`src/rtl/mips_core_pkg.sv`:
```
// Shared core types: arbitration policy and search direction used by the
// request arbiters.
package mips_core_pkg;

  typedef enum logic [1:0] {
    ARB_FIXED_LOW,
    ARB_FIXED_HIGH,
    ARB_ROUND_ROBIN
  } arb_mode_t;

  typedef enum logic {
    PICK_ASC,
    PICK_DESC
  } pick_dir_t;

endpackage

```
`src/rtl/masked_pick.sv`:
```
// Combinational picker: first set bit at or above start_i, falling back to
// the whole vector, in the requested direction.
module masked_pick
  import mips_core_pkg::*;
#(
  parameter  int unsigned WIDTH = 8,
  localparam int unsigned IDX_W = $clog2(WIDTH)
) (
  input  logic [WIDTH-1:0] vec_i,
  input  logic [IDX_W-1:0] start_i,
  input  pick_dir_t        dir_i,
  output logic             found_o,
  output logic [IDX_W-1:0] idx_o
);

  // Returns {found, index}; ascending yields the lowest set bit, descending the highest.
  function automatic logic [IDX_W:0] first_set(input logic [WIDTH-1:0] v,
                                               input pick_dir_t        dir);
    logic [IDX_W:0] res;
    res = '0;
    if (dir == PICK_ASC) begin
      for (int i = WIDTH - 1; i >= 0; i--) begin
        if (v[i]) res = {1'b1, IDX_W'(i)};
      end
    end else begin
      for (int i = 0; i < WIDTH; i++) begin
        if (v[i]) res = {1'b1, IDX_W'(i)};
      end
    end
    return res;
  endfunction

  logic [WIDTH-1:0] masked;
  logic             hi_found, all_found;
  logic [IDX_W-1:0] hi_idx, all_idx;

  always_comb begin
    for (int i = 0; i < WIDTH; i++) begin
      masked[i] = vec_i[i] && (i >= int'(start_i));
    end
  end

  assign {hi_found, hi_idx}   = first_set(masked, dir_i);
  assign {all_found, all_idx} = first_set(vec_i, dir_i);

  assign found_o = hi_found | all_found;
  assign idx_o   = hi_found ? hi_idx : all_idx;

endmodule

```
`src/rtl/priority_arbiter.sv`:
```
// Registered request arbiter with valid/ready grant handshake; fixed-low,
// fixed-high or round-robin selection chosen by MODE.
module priority_arbiter
  import mips_core_pkg::*;
#(
  parameter  int unsigned NUM_REQ = 32,
  parameter  arb_mode_t   MODE    = ARB_FIXED_HIGH,
  localparam int unsigned IDX_W   = $clog2(NUM_REQ)
) (
  input  logic               clk,
  input  logic               rst,
  input  logic [NUM_REQ-1:0] req,
  input  logic               flush,
  input  logic               grant_ready,
  output logic               grant_valid,
  output logic [IDX_W-1:0]   grant_idx,
  output logic [NUM_REQ-1:0] grant_onehot
);

  if (NUM_REQ < 2) begin : g_bad_num_req
    $error("priority_arbiter: NUM_REQ must be >= 2");
  end

  localparam logic [IDX_W-1:0] LAST_IDX = IDX_W'(NUM_REQ - 1);
  localparam bit               IS_RR    = (MODE == ARB_ROUND_ROBIN);

  logic               valid_q, valid_d;
  logic [IDX_W-1:0]   idx_q, idx_d;
  logic [IDX_W-1:0]   ptr_q, ptr_d;
  logic [NUM_REQ-1:0] onehot_q, onehot_d;

  logic               accept, load;
  logic [NUM_REQ-1:0] req_eff;
  logic [IDX_W-1:0]   start_idx, pick_idx;
  logic               pick_found;
  pick_dir_t          pick_dir;

  assign accept = valid_q & grant_ready;
  assign load   = ~valid_q | accept;

  // The grant leaving this cycle must not be re-picked from a still-high request.
  always_comb begin
    req_eff = req;
    if (accept) req_eff[idx_q] = 1'b0;
  end

  assign start_idx = IS_RR ? ptr_q : '0;
  assign pick_dir  = (MODE == ARB_FIXED_HIGH) ? PICK_DESC : PICK_ASC;

  masked_pick #(
    .WIDTH (NUM_REQ)
  ) u_pick (
    .vec_i   (req_eff),
    .start_i (start_idx),
    .dir_i   (pick_dir),
    .found_o (pick_found),
    .idx_o   (pick_idx)
  );

  always_comb begin
    // NOTE: every next-state signal is defaulted first so no branch can infer a latch.
    valid_d  = valid_q;
    idx_d    = idx_q;
    onehot_d = onehot_q;
    ptr_d    = ptr_q;
    if (flush) begin
      valid_d  = 1'b0;
      onehot_d = '0;
    end else if (load) begin
      valid_d  = pick_found;
      onehot_d = '0;
      if (pick_found) begin
        idx_d              = pick_idx;
        onehot_d[pick_idx] = 1'b1;
      end
      if (accept && IS_RR) begin
        ptr_d = (idx_q == LAST_IDX) ? '0 : idx_q + 1'b1;
      end
    end
  end

  always_ff @(posedge clk) begin
    // NOTE: non-blocking assignments so all registers update from pre-edge values.
    if (rst) begin
      valid_q  <= 1'b0;
      idx_q    <= '0;
      onehot_q <= '0;
      ptr_q    <= '0;
    end else begin
      valid_q  <= valid_d;
      idx_q    <= idx_d;
      onehot_q <= onehot_d;
      ptr_q    <= ptr_d;
    end
  end

  assign grant_valid  = valid_q;
  assign grant_idx    = idx_q;
  assign grant_onehot = onehot_q;

endmodule
```
`config.mk`:
```
export PLATFORM = sky130hd
export DESIGN_NAME = priority_arbiter
export DESIGN_NICKNAME = d
export VERILOG_FILES = /design/src/rtl/mips_core_pkg.sv /design/src/rtl/masked_pick.sv /design/src/rtl/priority_arbiter.sv
export SDC_FILE = /design/constraint.sdc
export NUM_CORES = 1
export LEC_CHECK = 0
export ABC_AREA = 1
export CORE_MARGIN = 2
export CORE_UTILIZATION = 45
export DETAILED_ROUTE_END_ITERATION = 10
export PLACE_DENSITY_LB_ADDON = 0.25
export SLEW_MARGIN = 10
export SYNTH_ARGS = -nofsm -noshare
export SYNTH_HDL_FRONTEND = slang
export SYNTH_SLANG_ARGS = --single-unit
```
`constraint.sdc`:
```
create_clock -name clk -period 3.2 [get_ports clk]
set_input_delay 0.64 -clock clk [delete_from_list [all_inputs] [get_ports clk]]
set_output_delay 0.64 -clock clk [all_outputs]
set_load 0.05 [all_outputs]
```
==> results.sh, run 1 <==
export IMPL_wl_per_cell_microns=14.8
export IMPL_clockPowerShare_pct=31.2
export IMPL_seq_area_sq_um=773
export IMPL_internal_power_mw=0.778
export IMPL_synth_edf_count=0
export IMPL_r2r_cells=37
export IMPL_p_switching_mw=0.340
export IMPL_cp_max_fo=8
export IMPL_placementRows=24
export IMPL_path_depth=33
export IMPL_root_buffer="clkbuf_8"
export IMPL_synth_compound_area_share_pct=20.5
export IMPL_grt_max_degree=34
export IMPL_p_per_area_nw_per_um2=321
export IMPL_ys_ff_latch=38
export IMPL_grt_pass1_vias=2285
export IMPL_worstSetupPathType="in2reg"
export IMPL_overflow=0
export IMPL_clkLatencyLatePin_ps=290
export IMPL_max_slew_margin_pct=65.9
export IMPL_ys_types=29
export IMPL_fin_crit_sh_pct=93.8
export IMPL_netlist_area_sq_um=2100
export IMPL_io_pins=74
export IMPL_cpMostUsedCell="nand2_1"
export IMPL_end_kind="register"
export IMPL_fin_tns_setup_ps=0
export IMPL_rsz0062_at_grt="true"
export IMPL_reg2reg_slack_ps=240
export IMPL_hold_ws_ps=470
export IMPL_netSwitchingFraction_pct=30.4
export IMPL_track_usage_pct=24.1
export IMPL_syn_to_final_growth_pct=65.5
export IMPL_routabilityCongestion=0.904
export IMPL_dpl_worst_slack_ps=-354
export IMPL_crit_path_max_incr_delay_ps=480
export IMPL_skew_ps=10.2
export IMPL_synth_top_family_by_area="simple AND/OR/NAND/NOR gates"
export IMPL_drtPass1Iterations=6
export IMPL_io_buffers=73
export IMPL_num_nets_final=465
export IMPL_ant_nets=0
export IMPL_clkTransAtPathRegs_ps=70
export IMPL_grt_first_pass_wirelength_microns=10200
export IMPL_worstSetupStartpoint="req[4]"
export IMPL_diodes=0
export IMPL_ir_worst_vdd_v=0.000289
export IMPL_setup_ws_ps=199
export IMPL_hold_class="reg2reg"
export IMPL_setup_viol=0
export IMPL_remaining_drc_errors=0
export IMPL_netlist_instances=318
export IMPL_min_path_cells=2
export IMPL_outcome="finished, final reports clean"
export IMPL_tightest_slew_ps=510
export IMPL_fmax_mhz=333
export IMPL_start_util_pct=47.4
export IMPL_hpwl_microns=4390
export IMPL_drv_cap=0
export IMPL_p_leak_nw=1.34
export IMPL_via_per_inst=5.52
export IMPL_die_w_microns=72.4
export IMPL_die_y_microns=72.4
export IMPL_hold_viol=0
export IMPL_ys_warn_count=0
export IMPL_finalWirelength_microns=7150
export IMPL_drt_initial_drc_count=171
export IMPL_synth_yosys_seq_area_share_pct=36.1
export IMPL_synth_simple_area_share_pct=36.2
export IMPL_synth_adder_area_share_pct=0
export IMPL_path_buf_inv=3
export IMPL_clock_sinks=38
export IMPL_critPathTopFamily="simple AND/OR/NAND/NOR gates"
export IMPL_multiInputGateArea_sq_um=1330
export IMPL_slew_viol_final=0
export IMPL_antenna_found_initial=0
export IMPL_p_seq_share_pct=44.1
export IMPL_utilization_pct=78.4
export IMPL_worstPathArrival_ps=3180
export IMPL_cts_tree="built"
export IMPL_vias=2662
export IMPL_core_sq_um=4440
export IMPL_hp_start="grant_onehot[19]$_SDFFE_PP0N_"
export IMPL_synth_avg_cell_area_sq_um=6.62
export IMPL_synth_main_ff_cell="dfxtp_1"
export IMPL_p_comb_share_pct=24.7
export IMPL_min_period_ps=3000
export IMPL_cp_start_kind="input port"
export IMPL_cts_max_level=2
export IMPL_worstSetupEndpoint="grant_idx[0]$_SDFFE_PP0P_"
export IMPL_drive_gt1_share_pct=22.8
export IMPL_syn_num_nets=354
export IMPL_required_ps=3380
export IMPL_async_flop_share_pct=0
export IMPL_synth_xor_area_share_pct=0
export IMPL_clockBufferDepth=2
export IMPL_r2r_start="grant_idx[3]$_SDFFE_PP0P_"
export IMPL_numCtsBuffers=5
export IMPL_die_area_sq_um=5240
export IMPL_synth_mux_area_share_pct=0
export IMPL_worstReg2RegEnd="grant_idx[0]$_SDFFE_PP0P_"
export IMPL_slowest_stage="clkdlybuf4s50_1"
export IMPL_fill_cells=301
-- kinds of logic (layout without fill, tap and decap cells) --
group / after synthesis / after routing
AOI/OAI and AO/OA: 79 / 79
buffers and inverters: 33 / 144
DFF: 38 / 38
and+or+nand+nor: 168 / 169
-- worst min-delay path by stage --
stage                               endpoint  slack, ps
2_1_floorplan  grant_onehot[22]$_SDFFE_PP0N_        690
3_3_place_gp   grant_onehot[28]$_SDFFE_PP0N_        450
3_5_place_dp    grant_onehot[0]$_SDFFE_PP0N_        460
4_1_cts         grant_onehot[0]$_SDFFE_PP0N_        470
5_1_grt        grant_onehot[17]$_SDFFE_PP0N_        480
6_report       grant_onehot[19]$_SDFFE_PP0N_        470
-- cells in the mapped netlist (4+ instances only) --
library cell  instances  share of area, %
nor2_1               32               5.7
clkbuf_1              6               1.1
dfxtp_1              38                36
a21oi_1              36               8.6
o21ai_2               4               1.7
nand3_1              24               5.7
inv_1                16               2.9
nand4_1              17               5.1
o21ai_1               4              0.95
inv_2                 6               1.1
nand2_1              83                15
o21ai_0              27               6.4
-- worst reg2reg max path, delay by kind of cell (launching register included) --
kind	cells	cell delay (ps)
AND/OR/NAND/NOR	33	2030
flip-flops	1	350
buffers and inverters	3	330
AO/OA/AOI/OAI	1	160
-- sequential cells by signal, summed over array words and instances (netlist names) --
register	flops
grant_onehot	32
grant_idx	5
grant_valid	1
-- power by group through the flow --
stage / logic [mW] / clock network [mW] / registers, mW
floorplan: 0.101 / 0 / 0.524
global placement: 0.221 / 0 / 0.500
detailed placement: 0.223 / 0 / 0.500
CTS: 0.246 / 0.346 / 0.489
global route: 0.294 / 0.378 / 0.493
finish: 0.276 / 0.349 / 0.493
-- through the flow --
step | total power [mW] | cells | cell area (sq um)
4_1_cts | 1.08 | 475 | 3280
5_1_grt | 1.17 | 482 | 3480
2_1_floorplan | 0.626 | 318 | 2100
3_3_place_gp | 0.720 | 461 | 3080
3_5_place_dp | 0.723 | 461 | 3080
6_report | 1.12 | 482 | 3480
-- repair_timing --
item                                    in CTS  in global routing
cloned                                       2                  0
buffers inserted                             4                  7
pin swaps                                    8                 16
endpoints found under the setup margin      32                 33
hold buffers                                 0                  0
gates resized for setup                      9                 48
endpoints found under the hold margin        0                  0
-- cells in the final DEF (no fill, tap or decap), types with 2 or more instances in the layout --
cell / count
dlymetal6s2s_1: 3
buf_6: 4
nand2_1: 82
inv_1: 14
nand3_4: 2
nor2_4: 3
dfxtp_4: 2
o21ai_2: 6
clkdlybuf4s50_1: 69
o21ai_1: 4
nand3_1: 18
nor2_1: 29
clkbuf_8: 6
dfxtp_2: 4
nand3_2: 7
a21oi_2: 7
nand2_4: 4
buf_12: 3
dfxtp_1: 32
a211oi_1: 2
inv_2: 4
o21ai_0: 25
nor2_2: 2
nand4_1: 17
buf_4: 33
nand2_8: 2
inv_4: 3
a21oi_1: 29
-- per-layer routing --
metal / track usage [%] / routed length [microns]
met4: 9.67 / 172
met5: 0 / 0
met2: 39.8 / 3490
met1: 30.7 / 2990
met3: 5.42 / 500
-- layout make-up --
cell class,instances,area share [%]
sequential,38,22.2
timing repair buffer,114,32.3
multi-input combinational,248,38.2
clock buffer,6,2.37
clock inverter,2,0.359
inverter,22,2.73
tap,52,1.87
Power figures use the tool's default switching activity.
==> inputs of run 2 (changes only) <==
--- a/config.mk
+++ b/config.mk
@@ -14,3 +14,4 @@
 export SYNTH_ARGS = -nofsm -noshare
 export SYNTH_HDL_FRONTEND = slang
 export SYNTH_SLANG_ARGS = --single-unit
+export TNS_END_PERCENT = 30
==> run 2 against run 1 <==
Net effect: fmax about the same; count of clock-buffer cells in the layout is the same; critical path depth unchanged; die area is the same; hold slack gained 0.59 ps; first-iteration DRC count increased by 0.58%; worst setup slack improved by 1.3 ps; combinational power is essentially flat; global-route usage is the same; critical path type unchanged.
==> results.sh, run 2 (synthesized netlist as in run 1, its figures left out) <==
export IMPL_root_buffer="clkbuf_8"
export IMPL_hold_ws_ps=470
export IMPL_drt_initial_drc_count=172
export IMPL_core_sq_um=4440
export IMPL_num_nets_final=465
export IMPL_numCtsBuffers=5
export IMPL_cpMostUsedCell="nand2_1"
export IMPL_die_area_sq_um=5240
export IMPL_end_kind="register"
export IMPL_clock_sinks=38
export IMPL_dr_wl_met3_microns=493
export IMPL_outcome="finished, final reports clean"
export IMPL_grt_pass1_vias=2285
export IMPL_clkLatencyLatePin_ps=290
export IMPL_met2_length_microns=3500
export IMPL_drtPass1Iterations=5
export IMPL_hold_viol=0
export IMPL_die_y_microns=72.4
export IMPL_min_period_ps=3000
export IMPL_io_buffers=73
export IMPL_drv_cap=0
export IMPL_finalWirelength_microns=7180
export IMPL_hold_class="reg2reg"
export IMPL_track_usage_pct=24.1
export IMPL_grt_max_degree=34
export IMPL_syn_to_final_growth_pct=65.3
export IMPL_tightest_slew_ps=510
export IMPL_r2r_start="grant_idx[3]$_SDFFE_PP0P_"
export IMPL_cts_tree="built"
export IMPL_diodes=0
export IMPL_ant_nets=0
export IMPL_r2r_cells=37
export IMPL_crit_path_max_incr_delay_ps=480
export IMPL_clkTransAtPathRegs_ps=70
export IMPL_io_pins=74
export IMPL_vias=2645
export IMPL_final_cell_mix="nand2_1, clkdlybuf4s50_1, buf_4"
export IMPL_worstSetupEndpoint="grant_idx[0]$_SDFFE_PP0P_"
export IMPL_antenna_found_initial=0
export IMPL_routabilityCongestion=0.904
export IMPL_critPathTopFamily="simple AND/OR/NAND/NOR gates"
export IMPL_cts_max_level=2
export IMPL_p_per_area_nw_per_um2=321
export IMPL_slowest_stage="clkdlybuf4s50_1"
export IMPL_hpwl_microns=4390
export IMPL_utilization_pct=78.3
export IMPL_clockBufferDepth=2
export IMPL_final_common_cell="nand2_1"
export IMPL_path_depth=33
export IMPL_via_per_inst=5.49
export IMPL_die_w_microns=72.4
export IMPL_start_util_pct=47.4
export IMPL_top_layer_used="met4"
export IMPL_wl_met1_microns=3010
export IMPL_cp_start_kind="input port"
export IMPL_worstSetupPathType="in2reg"
export IMPL_path_buf_inv=3
export IMPL_remaining_drc_errors=0
export IMPL_worstSetupStartpoint="req[4]"
export IMPL_reg2reg_slack_ps=240
export IMPL_cp_max_fo=8
export IMPL_largest_reg_flops=32
export IMPL_ir_worst_vdd_v=0.000289
export IMPL_overflow=0
export IMPL_p_leak_nw=1.34
export IMPL_drive_gt1_share_pct=22.6
export IMPL_required_ps=3380
export IMPL_worstReg2RegEnd="grant_idx[0]$_SDFFE_PP0P_"
export IMPL_grt_first_pass_wirelength_microns=10200
export IMPL_skew_ps=10.5
export IMPL_wl_per_cell_microns=14.9
export IMPL_max_slew_margin_pct=65.9
export IMPL_slew_viol_final=0
export IMPL_placementRows=24
export IMPL_setup_viol=0
export IMPL_worstPathArrival_ps=3180
export IMPL_fmax_mhz=333
export IMPL_fin_crit_sh_pct=93.7
export IMPL_rsz0062_at_grt="true"
-- run 2: changes by cell type in the layout (fill, tap and decap cells not counted) --
cell / before / now
a21oi_1: 29 / 30
a21oi_2: 7 / 6
-- run 2: what timing repair did --
action | 4_1_cts | 5_1_grt
resized for setup | 9 | 47
setup buffers | 4 | 7
pin swaps | 8 | 16
endpoints found under the setup margin | 32 | 33
gates cloned | 2 | 0
hold buffers | 0 | 0
-- run 2: per-stage QoR --
step	worst slack, ps	TNS (ps)	total power [mW]	instances	cell area (sq um)
global placement	-274	-8470	0.720	461	3080
floorplan	97.6	0	0.626	318	2100
detailed placement	-354	-10450	0.723	461	3080
global route	-72.9	-610	1.17	482	3480
CTS	98.6	0	1.08	475	3280
finish	200	0	1.12	482	3480
-- run 2: worst register-to-register path, delay by kind of cell (launching register included) --
kind	cells	cell delay, ps
buffers and inverters	3	330
AND/OR/NAND/NOR	33	2030
flip-flops	1	350
AO/OA/AOI/OAI	1	160
-- run 2: final cells by class --
| type | instances | area (sq um) |
|---|---|---|
| multi-input cells | 248 | 1330 |
| repair buffers | 114 | 1120 |
| fillers | 302 | 965 |
| flip-flops and latches | 38 | 773 |
| inverters | 22 | 95.1 |
| clock buffers | 6 | 82.6 |
| well taps | 52 | 65.1 |
| clock inverters | 2 | 12.5 |
-- run 2: worst min-delay path by stage --
stage | endpoint | slack [ps] | start | depth (start not counted)
after detailed placement | grant_onehot[0]$_SDFFE_PP0N_ | 460 | grant_onehot[0]$_SDFFE_PP0N_ | 2
after CTS | grant_onehot[0]$_SDFFE_PP0N_ | 470 | grant_onehot[0]$_SDFFE_PP0N_ | 2
after global routing | grant_onehot[17]$_SDFFE_PP0N_ | 480 | grant_onehot[17]$_SDFFE_PP0N_ | 2
final | grant_onehot[19]$_SDFFE_PP0N_ | 470 | grant_onehot[19]$_SDFFE_PP0N_ | 2
after global placement | grant_onehot[28]$_SDFFE_PP0N_ | 450 | grant_onehot[28]$_SDFFE_PP0N_ | 2
after floorplan | grant_onehot[22]$_SDFFE_PP0N_ | 690 | grant_onehot[22]$_SDFFE_PP0N_ | 2
-- run 2: where the power goes --
part,internal (mW),switching (mW)
clock network,0.173,0.175
logic,0.124,0.152
registers,0.481,0.0118
total,0.778,0.339
-- run 2: metal layers --
| metal | vias to the layer above | GRT usage [%] |
|---|---|---|
| met5 | - | 0 |
| met4 | 0 | 9.67 |
| met3 | 16 | 5.42 |
| met2 | 125 | 39.8 |
| met1 | 1193 | 30.7 |
| li1 | 1311 | - |
==> inputs of run 3 (changes only) <==
--- a/config.mk
+++ b/config.mk
@@ -6,11 +6,12 @@
 export NUM_CORES = 1
 export LEC_CHECK = 0
 export ABC_AREA = 1
+export CAP_MARGIN = 20
 export CORE_MARGIN = 2
 export CORE_UTILIZATION = 45
+export CTS_BUF_LIST = sky130_fd_sc_hd__clkbuf_16
 export DETAILED_ROUTE_END_ITERATION = 10
 export PLACE_DENSITY_LB_ADDON = 0.25
-export SLEW_MARGIN = 10
 export SYNTH_ARGS = -nofsm -noshare
 export SYNTH_HDL_FRONTEND = slang
 export SYNTH_SLANG_ARGS = --single-unit
==> run 3 against run 2 <==
Net effect: via count is 1.1% lower; global-route usage fell by 1.6 points; fmax is 0.46% higher; sequential power about the same; non-clock buffer count decreased by 3; cell count shrank 0.41%; sequential share of layout area fell by 0.40 points; critical endpoint is now grant_onehot[6]$_SDFFE_PP0N_.
==> results.sh, run 3 (synthesized netlist as in run 1, its figures left out) <==
export IMPL_outcome="finished, final reports clean"
export IMPL_largest_reg_flops=32
export IMPL_die_y_microns=72.4
export IMPL_postCtsHoldBufs=0
export IMPL_root_buffer="clkbuf_16"
export IMPL_hp_start="grant_onehot[17]$_SDFFE_PP0N_"
export IMPL_antenna_found_initial=0
export IMPL_tightest_slew_ps=511
export IMPL_dpl_worst_slack_ps=-354
export IMPL_slew_viol_final=0
export IMPL_die_w_microns=72.4
export IMPL_io_buffers=73
export IMPL_end_kind="register"
export IMPL_r2r_start="grant_idx[4]$_SDFFE_PP0P_"
export IMPL_grt_pass1_vias=2221
export IMPL_drt_initial_drc_count=178
export IMPL_clkLatencyLatePin_ps=280
export IMPL_min_period_ps=2990
export IMPL_overflow=0
export IMPL_cp_max_fo=6
export IMPL_remaining_drc_errors=0
export IMPL_hold_viol=0
export IMPL_p_seq_share_pct=40.0
export IMPL_clock_sinks=38
export IMPL_finalWirelength_microns=6920
export IMPL_hpwl_microns=4390
export IMPL_io_pins=74
export IMPL_utilization_pct=79.6
export IMPL_routabilityCongestion=0.904
export IMPL_clockPowerShare_pct=38.1
export IMPL_drv_cap=0
export IMPL_cts_max_level=2
export IMPL_ant_nets=0
export IMPL_start_util_pct=47.4
export IMPL_internal_power_mw=0.883
export IMPL_ir_worst_vdd_v=0.000412
export IMPL_min_path_cells=2
export IMPL_reg2reg_slack_ps=220
export IMPL_num_nets_final=463
export IMPL_max_slew_margin_pct=65.8
export IMPL_worstPathArrival_ps=3200
export IMPL_clkTransAtPathRegs_ps=60
export IMPL_min_to="grant_onehot[17]$_SDFFE_PP0N_"
export IMPL_numCtsBuffers=5
export IMPL_core_sq_um=4440
export IMPL_grt_first_pass_wirelength_microns=9690
export IMPL_layout_cells_non_filler=480
export IMPL_fin_tns_setup_ps=0
export IMPL_placementRows=24
export IMPL_netSwitchingFraction_pct=28.3
export IMPL_die_area_sq_um=5240
export IMPL_fin_crit_sh_pct=93.3
export IMPL_clockBufferDepth=2
export IMPL_setup_ws_ps=214
export IMPL_fmax_mhz=335
export IMPL_cts_tree="built"
export IMPL_cp_start_kind="input port"
export IMPL_rsz0062_at_grt="true"
export IMPL_p_switching_mw=0.348
export IMPL_drtPass1Iterations=4
export IMPL_worstSetupPathType="in2reg"
export IMPL_setup_viol=0
export IMPL_wl_per_cell_microns=14.4
export IMPL_final_cell_mix="nand2_1, clkdlybuf4s50_1, dfxtp_1, buf_4, nor2_1"
export IMPL_hold_ws_ps=461
export IMPL_r2r_cells=37
export IMPL_skew_ps=2.84
export IMPL_drive_gt1_share_pct=24.1
export IMPL_required_ps=3410
export IMPL_worstReg2RegEnd="grant_onehot[19]$_SDFFE_PP0N_"
export IMPL_grt_max_degree=34
export IMPL_syn_to_final_growth_pct=68.1
export IMPL_vias=2615
export IMPL_hold_class="reg2reg"
export IMPL_via_per_inst=5.45
export IMPL_final_common_cell="nand2_1"
export IMPL_fill_cells=285
export IMPL_p_leak_nw=1.35
export IMPL_place_inst=461
export IMPL_p_comb_share_pct=21.9
export IMPL_diodes=0
export IMPL_p_per_area_nw_per_um2=348
export IMPL_track_usage_pct=22.6
[run 3: changes by cell type in the layout (fill, tap and decap cells not counted), moves of 4 or more]
cell       previous run  this run
clkbuf_16             0         5
a21oi_1              30        26
a21oi_2               6        10
clkbuf_8              6         0
nand3_2               7        13
nand3_1              18        12
[run 3: layer usage]
metal  GRT usage [%]  share of wire, %
met5               0                 0
met4            5.35              0.98
met3            4.44               7.8
met2            39.0                49
met1            29.0                42
[run 3: power groups by stage]
| stage | clock [mW] | combinational (mW) | sequential [mW] |
|---|---|---|---|
| 2_1_floorplan | 0 | 0.101 | 0.524 |
| 3_3_place_gp | 0 | 0.221 | 0.500 |
| 3_5_place_dp | 0 | 0.223 | 0.500 |
| 4_1_cts | 0.471 | 0.236 | 0.489 |
| 5_1_grt | 0.501 | 0.289 | 0.493 |
| 6_report | 0.469 | 0.270 | 0.492 |
[run 3: how the worst max path moves through the flow]
stage	from	endpoint	slack, ps
finish	grant_ready	grant_onehot[6]$_SDFFE_PP0N_	210
floorplan	grant_valid$_SDFFE_PP0N_	grant_idx[0]$_SDFFE_PP0P_	100
global placement	grant_ready	grant_onehot[28]$_SDFFE_PP0N_	-270
CTS	grant_ready	grant_onehot[0]$_SDFFE_PP0N_	80
detailed placement	grant_ready	grant_onehot[29]$_SDFFE_PP0N_	-350
global route	grant_valid$_SDFFE_PP0N_	grant_onehot[19]$_SDFFE_PP0N_	-100
[run 3: layout make-up]
cell class	count	area [sq um]	share of cell area, %
multi-input combinational	249	1390	39.4
timing repair buffer	111	1080	30.5
sequential	38	772	21.8
clock buffer	5	125	3.54
inverter	22	87.6	2.48
tap	52	65.1	1.84
clock inverter	3	16.3	0.460
[run 3: what timing repair did]
action / CTS / global route
setup endpoints to repair: 33 / 33
buffers inserted: 3 / 7
hold endpoints to repair: 0 / 0
resized for setup: 4 / 61
pin swaps: 8 / 21
gates cloned: 1 / 2
[run 3: worst max-delay path, cell delays in order]
cell and delay, ps:
buf_8 80, nand2_4 50, inv_6 90, nand2_4 50, buf_4 130, buf_4 150, o21ai_0 210, nand2_1 120
nor2_1 210, buf_4 150, nand2_1 40, inv_1 80, nor2_1 50, or2_1 220, nor2_1 90, nand2_1 80
nor2_1 400, nand4_1 180, a21oi_2 150
[run 3: metrics by stage]
step | power, mW | cell area, sq um
4_1_cts | 1.20 | 3280
5_1_grt | 1.28 | 3540
2_1_floorplan | 0.626 | 2100
3_3_place_gp | 0.720 | 3080
6_report | 1.23 | 3540
3_5_place_dp | 0.723 | 3080
